==> src/rtl/dds_pkg.sv <==
// Shared definitions for the DDS read-side driver: FSM state encoding and default widths.
package dds_pkg;

    localparam int DEF_PHASE_WIDTH = 32;
    localparam int DEF_ADDR_WIDTH  = 12;
    localparam int DEF_DATA_WIDTH  = 12;

    typedef enum logic [1:0] {
        S_IDLE  = 2'd0,
        S_RUN   = 2'd1,
        S_DRAIN = 2'd2
    } dds_state_e;

endpackage

==> src/rtl/dds_vld_pipe.sv <==
// Fixed-depth delay line that keeps the sample flags aligned with the ROM read latency.
module dds_vld_pipe #(
    parameter int DEPTH = 1,
    parameter int WIDTH = 2
) (
    input  logic             clk,
    input  logic             rst,
    input  logic [WIDTH-1:0] din_i,
    output logic [WIDTH-1:0] dout_o
);

    logic [WIDTH-1:0] stage_q [DEPTH];

    always_ff @(posedge clk) begin
        if (rst) begin
            for (int i = 0; i < DEPTH; i++) begin
                stage_q[i] <= '0;
            end
        end else begin
            stage_q[0] <= din_i;
            for (int i = 1; i < DEPTH; i++) begin
                stage_q[i] <= stage_q[i-1];
            end
        end
    end

    assign dout_o = stage_q[DEPTH-1];

endmodule

==> src/rtl/dds_phase_ctrl.sv <==
// Phase accumulator that addresses the external sine ROM once per clock and
// realigns the returned samples with valid and wrap flags.
module dds_phase_ctrl
    import dds_pkg::*;
#(
    parameter int PHASE_WIDTH = DEF_PHASE_WIDTH,
    parameter int ADDR_WIDTH  = DEF_ADDR_WIDTH,
    parameter int DATA_WIDTH  = DEF_DATA_WIDTH,
    parameter int ROM_LAT     = 1,
    parameter int OUT_SIGNED  = 0
) (
    input  logic                   clk,
    input  logic                   rst,
    input  logic                   en,
    input  logic                   cfg_valid,
    output logic                   cfg_ready,
    input  logic [PHASE_WIDTH-1:0] freq_word,
    input  logic [ADDR_WIDTH-1:0]  phase_word,
    output logic [ADDR_WIDTH-1:0]  rom_addr,
    input  logic [DATA_WIDTH-1:0]  rom_q,
    output logic [DATA_WIDTH-1:0]  dout,
    output logic                   dout_valid,
    output logic                   wrap,
    output logic                   busy
);

    localparam int CNT_W = $clog2(ROM_LAT + 1) + 1;

    dds_state_e             state_q, state_d;
    logic [PHASE_WIDTH-1:0] acc_q, acc_d;
    logic [PHASE_WIDTH-1:0] freq_q, freq_d;
    logic [ADDR_WIDTH-1:0]  phase_q, phase_d;
    logic [ADDR_WIDTH-1:0]  rom_addr_q, rom_addr_d;
    logic                   addr_vld_q, addr_vld_d;
    logic                   carry_q, carry_d;
    logic [CNT_W-1:0]       drain_cnt_q, drain_cnt_d;
    logic [DATA_WIDTH-1:0]  dout_q, dout_d;
    logic                   dout_valid_q, dout_valid_d;
    logic                   wrap_q, wrap_d;

    logic [PHASE_WIDTH:0]   acc_sum;
    logic [DATA_WIDTH-1:0]  sample;
    logic [1:0]             pipe_out;
    logic                   cfg_hs;

    dds_vld_pipe #(
        .DEPTH (ROM_LAT),
        .WIDTH (2)
    ) u_vld_pipe (
        .clk    (clk),
        .rst    (rst),
        .din_i  ({carry_q, addr_vld_q}),
        .dout_o (pipe_out)
    );

    assign cfg_ready = (state_q != S_DRAIN);
    assign cfg_hs    = cfg_valid & cfg_ready;
    assign acc_sum   = {1'b0, acc_q} + {1'b0, freq_q};

    always_comb begin
        sample = rom_q;
        if (OUT_SIGNED != 0) begin
            sample[DATA_WIDTH-1] = ~rom_q[DATA_WIDTH-1];
        end
    end

    always_comb begin
        state_d      = state_q;
        acc_d        = acc_q;
        freq_d       = freq_q;
        phase_d      = phase_q;
        rom_addr_d   = rom_addr_q;
        addr_vld_d   = 1'b0;
        carry_d      = 1'b0;
        drain_cnt_d  = drain_cnt_q;
        dout_d       = pipe_out[0] ? sample : dout_q;
        dout_valid_d = pipe_out[0];
        wrap_d       = pipe_out[0] & pipe_out[1];

        if (cfg_hs) begin
            freq_d  = freq_word;
            phase_d = phase_word;
        end

        case (state_q)
            S_IDLE: begin
                if (en) begin
                    state_d = S_RUN;
                    acc_d   = '0;
                    // A word accepted on the start edge must steer the very first address.
                    rom_addr_d = cfg_hs ? phase_word : phase_q;
                    addr_vld_d = 1'b1;
                end
            end
            S_RUN: begin
                if (en) begin
                    acc_d      = acc_sum[PHASE_WIDTH-1:0];
                    rom_addr_d = acc_sum[PHASE_WIDTH-1 -: ADDR_WIDTH] + phase_q;
                    carry_d    = acc_sum[PHASE_WIDTH];
                    addr_vld_d = 1'b1;
                end else begin
                    state_d     = S_DRAIN;
                    drain_cnt_d = '0;
                end
            end
            S_DRAIN: begin
                // Stay long enough for the last issued address to reach dout.
                if (drain_cnt_q == CNT_W'(ROM_LAT)) begin
                    state_d     = S_IDLE;
                    drain_cnt_d = '0;
                end else begin
                    drain_cnt_d = drain_cnt_q + 1'b1;
                end
            end
            default: begin
                state_d = S_IDLE;
            end
        endcase
    end

    always_ff @(posedge clk) begin
        if (rst) begin
            state_q      <= S_IDLE;
            acc_q        <= '0;
            freq_q       <= '0;
            phase_q      <= '0;
            rom_addr_q   <= '0;
            addr_vld_q   <= 1'b0;
            carry_q      <= 1'b0;
            drain_cnt_q  <= '0;
            dout_q       <= '0;
            dout_valid_q <= 1'b0;
            wrap_q       <= 1'b0;
        end else begin
            state_q      <= state_d;
            acc_q        <= acc_d;
            freq_q       <= freq_d;
            phase_q      <= phase_d;
            rom_addr_q   <= rom_addr_d;
            addr_vld_q   <= addr_vld_d;
            carry_q      <= carry_d;
            drain_cnt_q  <= drain_cnt_d;
            dout_q       <= dout_d;
            dout_valid_q <= dout_valid_d;
            wrap_q       <= wrap_d;
        end
    end

    assign rom_addr   = rom_addr_q;
    assign dout       = dout_q;
    assign dout_valid = dout_valid_q;
    assign wrap       = wrap_q;
    assign busy       = (state_q != S_IDLE);

endmodule

==> config.mk <==
export PLATFORM = sky130hd
export DESIGN_NAME = dds_phase_ctrl
export DESIGN_NICKNAME = d
export VERILOG_FILES = /design/src/rtl/dds_pkg.sv /design/src/rtl/dds_vld_pipe.sv /design/src/rtl/dds_phase_ctrl.sv
export SDC_FILE = /design/constraint.sdc
export NUM_CORES = 1
export LEC_CHECK = 0
export CAP_MARGIN = 20
export CORE_MARGIN = 4
export CORE_UTILIZATION = 40
export CTS_BUF_LIST = sky130_fd_sc_hd__clkbuf_8
export DETAILED_ROUTE_END_ITERATION = 6
export RECOVER_POWER = 100
export SLEW_MARGIN = 10
export SYNTH_ARGS = -nofsm -noshare
export SYNTH_HDL_FRONTEND = slang
export SYNTH_SLANG_ARGS = --single-unit
==> constraint.sdc <==
create_clock -name clk -period 6.1 [get_ports clk]
set_clock_uncertainty 0.05 [all_clocks]
set_input_delay 1.22 -clock clk [delete_from_list [all_inputs] [get_ports clk]]
set_output_delay 1.22 -clock clk [all_outputs]
set_load 0.05 [all_outputs]
==> flow_summary_export.csv, run 1 <==
group,metric,value,unit
status,status,"finished, violations left",
status,violations,"max-capacitance violations, max-slew violations",
setup_path,critical_path_buf_inv_count,1,
logic_synthesis,syn_area,5890,um2
floorplanning,die_x,129,um
placement,portBuffers,87,
setup_path,crit_path_top_delay_cell,"o41ai_1",
cts,holdBufCountCts,0,
global_route,grt_pass1_vias,5198,
timing,fin_crit_sh,78.3,%
logic_synthesis,yosysSeqAreaShare,37.4,%
route,wire_per_inst,15.4,um
logic_synthesis,yosys_warnings,0,
pwr,sequentialPowerShare,51.0,%
floorplanning,coreArea,14500,um2
timing,maxSlewViolCount,198,
logic_synthesis,synth_top_cell_area_share,37.4,%
setup_path,cp_data_arrival_time,5080,ps
cts,cts_resized,0,
logic_synthesis,synth_area_leader_cell,"dfxtp_1",
cts,cts_sinks,110,
logic_synthesis,synth_area_leaders,"dfxtp_1 (37%), ha_1 (9.4%), nand2_1 (6.5%)",
pwr,power_leakage,3.00,nW
route,first_pass_iters,4,
logic_synthesis,ys.flop_type,"dfxtp_1",
cts,htree_levels,3,
finish,drive_gt1_share,3.82,%
timing,worst_slew_pin_slew,2790,ps
run,cap_viol_max_count,5,
placement,place_area,6910,um2
route,drc,0,
timing,final-setup-viol-count,0,
route,drt_wl_total,14900,um
cts,post_cts_buffers,0,
setup_path,cp_top_family,"compound AO/OA/AOI/OAI gates",
timing,rsz0062_at_grt,"false",
logic_synthesis,synthCells,708,
timing,maxSlewHeadroom,-85.9,%
pwr,combPwrFrac,18.3,%
cts,clkSlewWorstSetupHoldPaths,110,ps
timing,finalHoldViolations,0,
pwr,p_int,1.06,mW
logic_synthesis,synth_nets,814,
finish,syn2layout_area_growth,20.6,%
route,postRouteAntennaNets,0,
route,drt_iter0_drc,196,
finish,final_common_cell,"dfxtp_1",
floorplanning,io_pins,88,
global_route,grt_usage,18.1,%
setup_path,cp_max_fo,3,
logic_synthesis,synth.distinct_cells,59,
placement,globalplace.congestion,0.890,
setup_path,cp-end-kind,"register",
setup_path,crit_chain,"ha_1 > inv_1 > fa_1 > nor2b_1 > o211ai_1 > a211oi_1 > or3_1 > a21oi_1 > o21bai_1 > xor2_1 > ha_1 > fa_1 > a21o_1 > a21oi_1 > nor2b_1 > o21a_1 > o41ai_1 > a2bb2oi_1 > mux2i_1 > o21a_1",
finish,antennaDiodeCount,0,
setup_path,setup.worst_path.start_class,"register",
timing,fmax,209,MHz
logic_synthesis,ys_seq_elements,110,
floorplanning,start_util,40.6,%
global_route,grt_max_degree,67,
floorplanning,fp.dieArea,16700,um2
setup_path,critPathKind,"reg -> reg",
placement,dp_hpwl,11100,um
cts,cts_max_path_buffers,2,
cts,cts_tree,"built",
route,viasPerCell,5.31,
finish,final_design_area_no_fill,7100,um2
min_path,min_path_type,"reg -> reg",
cts,cts_buffers,9,
cts,insertion_delay,400,ps
setup_path,slowest_delay,420,ps
logic_synthesis,synth_edf_count,0,
finish,num-nets-final,886,
global_route,grt_antenna_before_repair,0,
pwr,p_sw,0.452,mW
global_route,grt-ovfl-total,0,
pwr,pwr-share-clk,30.7,%
cts,root_buffer,"clkbuf_8",
finish,final_cell_mix,"dfxtp_1 (110), nand2_1 (102), nor2_1 (83)",
floorplanning,num_rows,44,
logic_synthesis,avgSynthCellArea,8.31,um2
pwr,power.ir.vdd_worst,0.000141,V
pwr,switching_share,29.9,%
timing,fin_setup_tns,0,ps
setup_path,cp.required,6400,ps
timing,period_needed,4780,ps
route,vias,5145,
floorplanning,die_h,129,um
global_route,grt_pass1_wl,24200,um
logic_synthesis,async_reset_ff_share,0,%
pwr,powerDensity,213,nW/um2
==> flip-flops by register name, indices dropped and copies added (netlist names) <==
| signal | flops |
|---|---|
| acc_q | 32 |
| freq_q | 32 |
| dout | 12 |
| phase_q | 12 |
| rom_addr | 12 |
| drain_cnt_q | 2 |
| state_q | 2 |
| u_vld_pipe.stage_q | 2 |
| addr_vld_q | 1 |
| carry_q | 1 |
| dout_valid | 1 |
| wrap | 1 |
==> cells by family (layout without fill, tap and decap cells) <==
logic type / count (synthesis) / in the layout / share of synthesized area [%]
multiplexers: 23 / 23 / 3.91
AO/OA/AOI/OAI: 193 / 193 / 21.3
adder cells (fa/ha/maj): 46 / 46 / 10.0
XOR/XNOR: 35 / 35 / 5.21
buffers and inverters: 45 / 122 / 2.93
flip-flops: 110 / 110 / 37.4
AND/OR/NAND/NOR: 256 / 256 / 19.2
==> cell usage after synthesis, drive strengths merged, types with 5 or more instances <==
master  number
a211oi      17
a21o        13
a21oi       67
a22o        13
a22oi        8
a31oi        6
and2         5
buf          5
clkbuf      26
dfxtp      110
ha          44
inv         14
mux2i       23
nand2      102
nand3        8
nor2        83
nor2b        8
nor3        20
o21a         8
o21ai       32
xnor2       21
xor2        14
==> worst reg2reg max path: stages (launching register included) <==
cell,delay [ps]
dfxtp_1,360
ha_1,200
inv_1,60
fa_1,390
nor2b_1,200
o211ai_1,150
a211oi_1,300
or3_1,240
a21oi_1,140
o21bai_1,190
xor2_1,120
ha_1,240
fa_1,410
a21o_1,170
a21oi_1,230
nor2b_1,80
o21a_1,190
o41ai_1,420
a2bb2oi_1,260
mux2i_1,210
o21a_1,130
==> layout make-up <==
type,instances,area (um2)
multi-input combinational,553,3510
sequential,110,2200
fill,1444,7380
inverter,14,52.6
tap,184,230
clock buffer,9,124
timing repair buffer,92,895
clock inverter,7,82.6
==> per-layer routing <==
metal | GRT usage (%) | vias up | part of all wire, %
met4 | 5.50 | 0 | 1.6
met1 | 20.9 | 2396 | 44
met2 | 33.0 | 80 | 50
met3 | 4.66 | 13 | 4.0
li1 | - | 2656 | -
met5 | 0 | - | 0
==> power by group through the flow <==
| stage | registers [mW] | clock network [mW] | logic [mW] |
|---|---|---|---|
| 2_1_floorplan | 0.814 | 0 | 0.151 |
| 3_3_place_gp | 0.789 | 0 | 0.278 |
| 3_5_place_dp | 0.789 | 0 | 0.281 |
| 4_1_cts | 0.773 | 0.482 | 0.283 |
| 5_1_grt | 0.776 | 0.509 | 0.304 |
| 6_report | 0.772 | 0.464 | 0.277 |
==> through the flow <==
stage,hold slack [ps],std cells,setup WS (ps),utilization [%],power [mW]
final,410,969,1320,49.0,1.51
after global routing,429,969,886,49.0,1.59
after CTS,414,969,1310,49.1,1.54
after detailed placement,390,953,1400,47.7,1.07
after global placement,370,952,1530,47.6,1.07
after floorplan,356,708,1890,-,0.965
==> worst paths after layout <==
path	depth (start not counted)	slack, ps	startpoint	endpoint
setup / recovery	20	1320	acc_q[0]	rom_addr[10]
hold / removal	2	410	rom_addr[2]	rom_addr[2]
setup reg to reg	20	1320	acc_q[0]	rom_addr[10]
hold reg to reg	2	410	rom_addr[2]	rom_addr[2]
Note: power is estimated with default switching activity, not from simulation.
==> run 2: changes to the inputs <==
clock period = 4.6 ns   (was 6.1 ns; I/O delays follow)
==> run 2 against run 1 <==
Effect of this change:
- the run still ends with max-capacitance violations, max-slew violations left
- total power increased by 34%
- critical path type unchanged
- combinational power increased by 35%
- critical path depth decreased by 1
- cell count increased by 1.1%
- cell area increased by 2.0%
- fmax increased by 10%
- first-iteration DRC count increased by 71%
- register-to-register slack got worse by 1100 ps
- global-route usage increased by 0.14 points
==> flow_summary_export.csv, run 2 (synthesis results as in run 1) <==
group,metric,value,unit
status,status,"finished, violations left",
status,violations,"max-capacitance violations, max-slew violations",
finish,reg_top3,"acc_q: 32 flops, freq_q: 32 flops",
route,wire_per_inst,15.5,um
pwr,combPwrFrac,18.4,%
placement,globalplace.congestion,0.906,
cts,insertion_delay,390,ps
pwr,switching_share,30.2,%
global_route,grt_pass1_wl,24800,um
route,postRouteAntennaNets,0,
setup_path,cp-end-kind,"register",
pwr,total_power,2.02,mW
floorplanning,coreArea,14500,um2
route,drc,0,
floorplanning,die_x,129,um
cts,holdBufCountCts,0,
pwr,powerDensity,280,nW/um2
floorplanning,start_util,40.6,%
finish,antennaDiodeCount,0,
pwr,power.ir.vdd_worst,0.000203,V
finish,final_cell_mix,"dfxtp_1 (109), nand2_1 (102), nor2_1 (83)",
global_route,grt_max_degree,76,
cts,htree_levels,3,
floorplanning,fp.dieArea,16700,um2
timing,whs,391,ps
pwr,power_leakage,3.06,nW
floorplanning,num_rows,44,
setup_path,cp_data_arrival_time,4600,ps
finish,num-nets-final,897,
global_route,grt_pass1_vias,5166,
floorplanning,die_h,129,um
cts,cts_sinks,110,
setup_path,cp.required,4860,ps
pwr,p_int,1.41,mW
cts,root_buffer,"clkbuf_8",
timing,fmax,230,MHz
finish,syn2layout_area_growth,23.0,%
route,drt_wl_total,15200,um
route,vias,5314,
route,viasPerCell,5.42,
setup_path,cp_max_fo,4,
finish,drive_gt1_share,6.66,%
timing,period_needed,4340,ps
pwr,pwr-share-clk,30.9,%
setup_path,setup.worst_path.start_class,"register",
route,first_pass_iters,5,
floorplanning,io_pins,88,
route,drt_iter0_drc,336,
placement,dp_hpwl,10900,um
cts,cts_max_path_buffers,2,
setup_path,critPathKind,"reg -> reg",
timing,maxSlewHeadroom,-26.0,%
cts,cts_buffers,9,
pwr,p_sw,0.611,mW
cts,cts_tree,"built",
run,cap_viol_max_count,2,
timing,fin_crit_sh,94.4,%
placement,portBuffers,87,
timing,maxSlewViolCount,64,
pwr,sequentialPowerShare,50.6,%
min_path,min_path_type,"reg -> reg",
global_route,grt-ovfl-total,0,
timing,final-setup-viol-count,0,
setup_path,regToRegSetupSlack,260,ps
global_route,grt_antenna_before_repair,0,
finish,final_common_cell,"dfxtp_1",
cts,clkSlewWorstSetupHoldPaths,110,ps
timing,finalHoldViolations,0,
timing,worst_slew_pin_slew,1890,ps
global_route,grt_usage,18.3,%
## run 2: stage by stage
step                      std cells  TNS (ps)  worst slack, ps  util (%)  area (um2)
after detailed placement        961         0             32.6      48.1        6960
after global routing            980      -108            -56.2      50.0        7240
after CTS                       977         0             37.0      49.6        7180
after global placement          961         0              154      48.1        6960
after floorplan                 708         0              388         -        5890
final                           980         0              256      50.0        7240
## run 2: worst paths after layout
kind,from,to,depth (start not counted)
max,freq_q[0],rom_addr[11],19
min,u_vld_pipe.stage_q[0][1],wrap,1
max reg2reg,freq_q[0],rom_addr[11],19
min reg2reg,u_vld_pipe.stage_q[0][1],wrap,1
## run 2: critical path: stages, from the launching register on
cell and delay (ps):
dfxtp_1 350, ha_2 190, inv_1 50, fa_1 390, nor2b_2 140, o211ai_1 160
a211oi_2 310, buf_4 160, o31a_1 210, o31ai_2 120, xnor2_1 290, ha_1 330
or2_2 300, a21oi_2 180, o311ai_2 140, a21o_1 210, a21oi_1 160, xnor2_1 150
xnor2_1 80, a311oi_1 270
## run 2: power by group through the flow
stage	Sequential [mW]	Clock [mW]	Combinational, mW
finish	1.02	0.626	0.373
global route	1.03	0.682	0.408
CTS	1.03	0.648	0.376
detailed placement	1.05	0	0.374
global placement	1.05	0	0.369
floorplan	1.08	0	0.201
## run 2: metal layers
layer	up-vias	GRT usage, %	part of all wire, %
met5	-	0	0
met2	123	31.9	48
met4	0	5.19	2.0
met3	20	4.37	5.0
met1	2493	22.5	45
li1	2678	-	-
## run 2: layout make-up
class / instances / area [um2]
Clock buffer: 9 / 124
Clock inverter: 7 / 88.8
Fill cell: 1409 / 7240
Inverter: 14 / 52.6
Multi-Input combinational cell: 553 / 3570
Sequential cell: 110 / 2200
Tap cell: 184 / 230
Timing Repair Buffer: 103 / 973
## run 2: timing repair
action,4_1_cts,5_1_grt
setup endpoints to repair,1,4
setup buffers,0,2
pin swaps,0,5
gates resized for setup,1,14
==> run 3: changes to the inputs <==
CORE_UTILIZATION = 56   (was 40)
PLACE_DENSITY = 0.82   (was unset)
SYNTH_HIERARCHICAL = 1   (was unset)
==> run 3 against run 2 <==
Effect of this change:
- the run still ends with max-capacitance violations, max-slew violations left
- largest power group unchanged
- routed wire length down 3.1%
- total power fell by 0.99%
- combinational power is essentially flat
- utilization is 22 points higher
- non-clock buffer count grew 6
- critical endpoint unchanged
- sequential share of layout area is 0.72 points higher
- setup slack worse by 120 ps
- sequential cell count stayed put
- first-iteration DRC count down 6.8%
- global-route usage up 6.6 points
- highest routed layer unchanged
- synthesized cell count fell by 4.9%
==> flow_summary_export.csv, run 3 <==
group,metric,value,unit
status,status,"finished, violations left",
status,violations,"max-capacitance violations, max-slew violations",
logic_synthesis,synth_area_leader_cell,"dfxtp_1",
logic_synthesis,synth_nets,779,
logic_synthesis,synth_edf_count,0,
timing,finalHoldViolations,0,
cts,htree_levels,3,
min_path,min_path_type,"reg -> reg",
placement,place_ws,-122,ps
cts,cts_sinks,110,
placement,globalplace.congestion,0.932,
logic_synthesis,async_reset_ff_share,0,%
setup_path,critPathKind,"reg -> reg",
logic_synthesis,yosys.area_share.xor_xnor,5.50,%
finish,drive_gt1_share,7.94,%
floorplanning,coreArea,9860,um2
logic_synthesis,synth_top_cells_by_count,"dfxtp_1 (110), nand2_1 (84), a21oi_1 (76)",
global_route,grt-ovfl-total,0,
placement,dp_hpwl,10600,um
floorplanning,die_h,109,um
setup_path,cp-end-kind,"register",
timing,fmax,224,MHz
pwr,power.ir.vdd_worst,0.000148,V
timing,worst_slew_pin_slew,2160,ps
timing,finalWorstSetupSlack,138,ps
run,cap_viol_max_count,2,
finish,antennaDiodeCount,0,
route,drt_iter0_drc,313,
timing,period_needed,4460,ps
route,drc,0,
cts,holdBufCountCts,0,
global_route,grt_pass1_wl,24000,um
global_route,grt_usage,24.9,%
global_route,grt_max_degree,51,
logic_synthesis,synth.distinct_cells,53,
logic_synthesis,synth_top_cell_area_share,38.4,%
floorplanning,fp.dieArea,11900,um2
logic_synthesis,synth_area_leaders,"dfxtp_1 (38%), ha_1 (9.6%), a21oi_1 (6.6%)",
floorplanning,num_rows,36,
cts,root_buffer,"clkbuf_8",
timing,whs,388,ps
setup_path,setup.worst_path.start_class,"register",
logic_synthesis,yosys_warnings,6,
setup_path,cp_max_fo,4,
floorplanning,die_x,109,um
pwr,total_power,2.00,mW
finish,syn2layout_area_growth,23.4,%
setup_path,cp_data_arrival_time,4700,ps
logic_synthesis,ys_seq_elements,110,
logic_synthesis,synth_compound_area_share,22.2,%
logic_synthesis,synthSimpleGateAreaFrac,16.4,%
pwr,power_leakage,3.14,nW
setup_path,crit_chain,"ha_2 > inv_1 > fa_1 > nor2b_1 > o21ai_1 > o21ai_2 > a41o_2 > a41oi_2 > buf_4 > o21ai_4 > a211oi_2 > o31ai_1 > xor2_1 > ha_1 > o21ai_0 > o31ai_2 > o21ai_1 > nand2b_1 > a21oi_2 > xnor2_1 > xnor2_1 > a211oi_2",
finish,final_design_area_no_fill,7080,um2
global_route,grt_pass1_vias,5278,
setup_path,cp.required,4840,ps
timing,maxSlewHeadroom,-44.1,%
pwr,powerDensity,283,nW/um2
timing,fin_crit_sh,97.0,%
timing,fin_setup_tns,0,ps
finish,final_common_cell,"dfxtp_1",
route,vias,5295,
cts,cts_tree,"built",
floorplanning,start_util,58.1,%
logic_synthesis,yosysSeqAreaShare,38.4,%
route,viasPerCell,5.88,
placement,dp_cells,877,
logic_synthesis,ys.flop_type,"dfxtp_1",
timing,maxSlewViolCount,82,
logic_synthesis,synthAdderAreaFrac,10.3,%
route,first_pass_iters,5,
setup_path,slowest_delay,400,ps
logic_synthesis,muxShareOfSynthArea,4.19,%
global_route,grt_antenna_before_repair,0,
logic_synthesis,avgSynthCellArea,8.52,um2
cts,cts_max_path_buffers,2,
floorplanning,io_pins,88,
logic_synthesis,yosysMostFrequentCell,"dfxtp_1",
placement,portBuffers,87,
logic_synthesis,syn_area,5740,um2
cts,insertion_delay,370,ps
route,wire_per_inst,16.3,um
finish,reg_top3,"acc_q: 32 flops, freq_q: 32 flops",
setup_path,crit_path_top_delay_cell,"fa_1",
finish,layout.cells.non_filler,901,
timing,final-setup-viol-count,0,
placement,place_area,6770,um2
logic_synthesis,synthCells,673,
logic_synthesis,synth_top_family_by_area,"compound AO/OA/AOI/OAI gates",
finish,finish.utilization,71.7,%
route,postRouteAntennaNets,0,
finish,num-nets-final,869,
cts,clkSlewWorstSetupHoldPaths,110,ps
cts,cts_buffers,9,
finish,final_cell_mix,"dfxtp_1 (108), nand2_1 (84), nor2_1 (73)",
route,drt_wl_total,14700,um
-- run 3: worst max-delay path: cells and delay by family, from the launching register on --
family	cells	cell delay, ps
AO/OA/AOI/OAI	12	2080
adder cells (fa/ha/maj)	3	910
buffers and inverters	2	250
flip-flops	1	340
AND/OR/NAND/NOR	2	230
XOR/XNOR	3	520
-- run 3: final timing paths --
check                            from  slack, ps            to  depth (start not counted)
min          u_vld_pipe/stage_q[0][1]        390          wrap                          1
min reg2reg  u_vld_pipe/stage_q[0][1]        390          wrap                          1
max reg2reg                  acc_q[0]        140  rom_addr[11]                         22
max                          acc_q[0]        140  rom_addr[11]                         22
-- run 3: kinds of logic after synthesis --
| kind of cell | after synthesis |
|---|---|
| adder cells (fa/ha/maj) | 46 |
| XOR/XNOR | 36 |
| flip-flops | 110 |
| multiplexers | 24 |
| AND/OR/NAND/NOR | 217 |
| buffers and inverters | 46 |
| AO/OA/AOI/OAI | 194 |
-- run 3: timing repair --
item                       4_1_cts  5_1_grt
setup endpoints to repair        1        5
hold endpoints to repair         0        0
pin swaps                        0       15
buffers inserted                 0        8
gates resized for setup          3       13
-- run 3: power by group --
group	switching (mW)	internal, mW	total [mW]	leakage [nW]
clock network	0.344	0.260	0.604	0.0993
logic	0.218	0.158	0.376	2.14
registers	0.0305	0.994	1.02	0.899
-- run 3: area by class of cell --
cell class                      instances  area [um2]
Sequential cell                       110        2200
Tap cell                              133         166
Inverter                               16        60.1
Clock buffer                            9         124
Timing Repair Buffer                  109        1020
Clock inverter                          7        81.3
Fill cell                             757        2790
Multi-Input combinational cell        517        3420
-- run 3: layer usage --
layer | part of all wire, % | vias up | GRT usage (%) | wire, um
li1 | - | 2556 | - | -
met1 | 42 | 2504 | 29.6 | 6170
met2 | 49 | 193 | 44.6 | 7250
met3 | 5.6 | 42 | 3.73 | 828
met4 | 3.3 | 0 | 10.3 | 482
met5 | 0 | - | 0 | 0
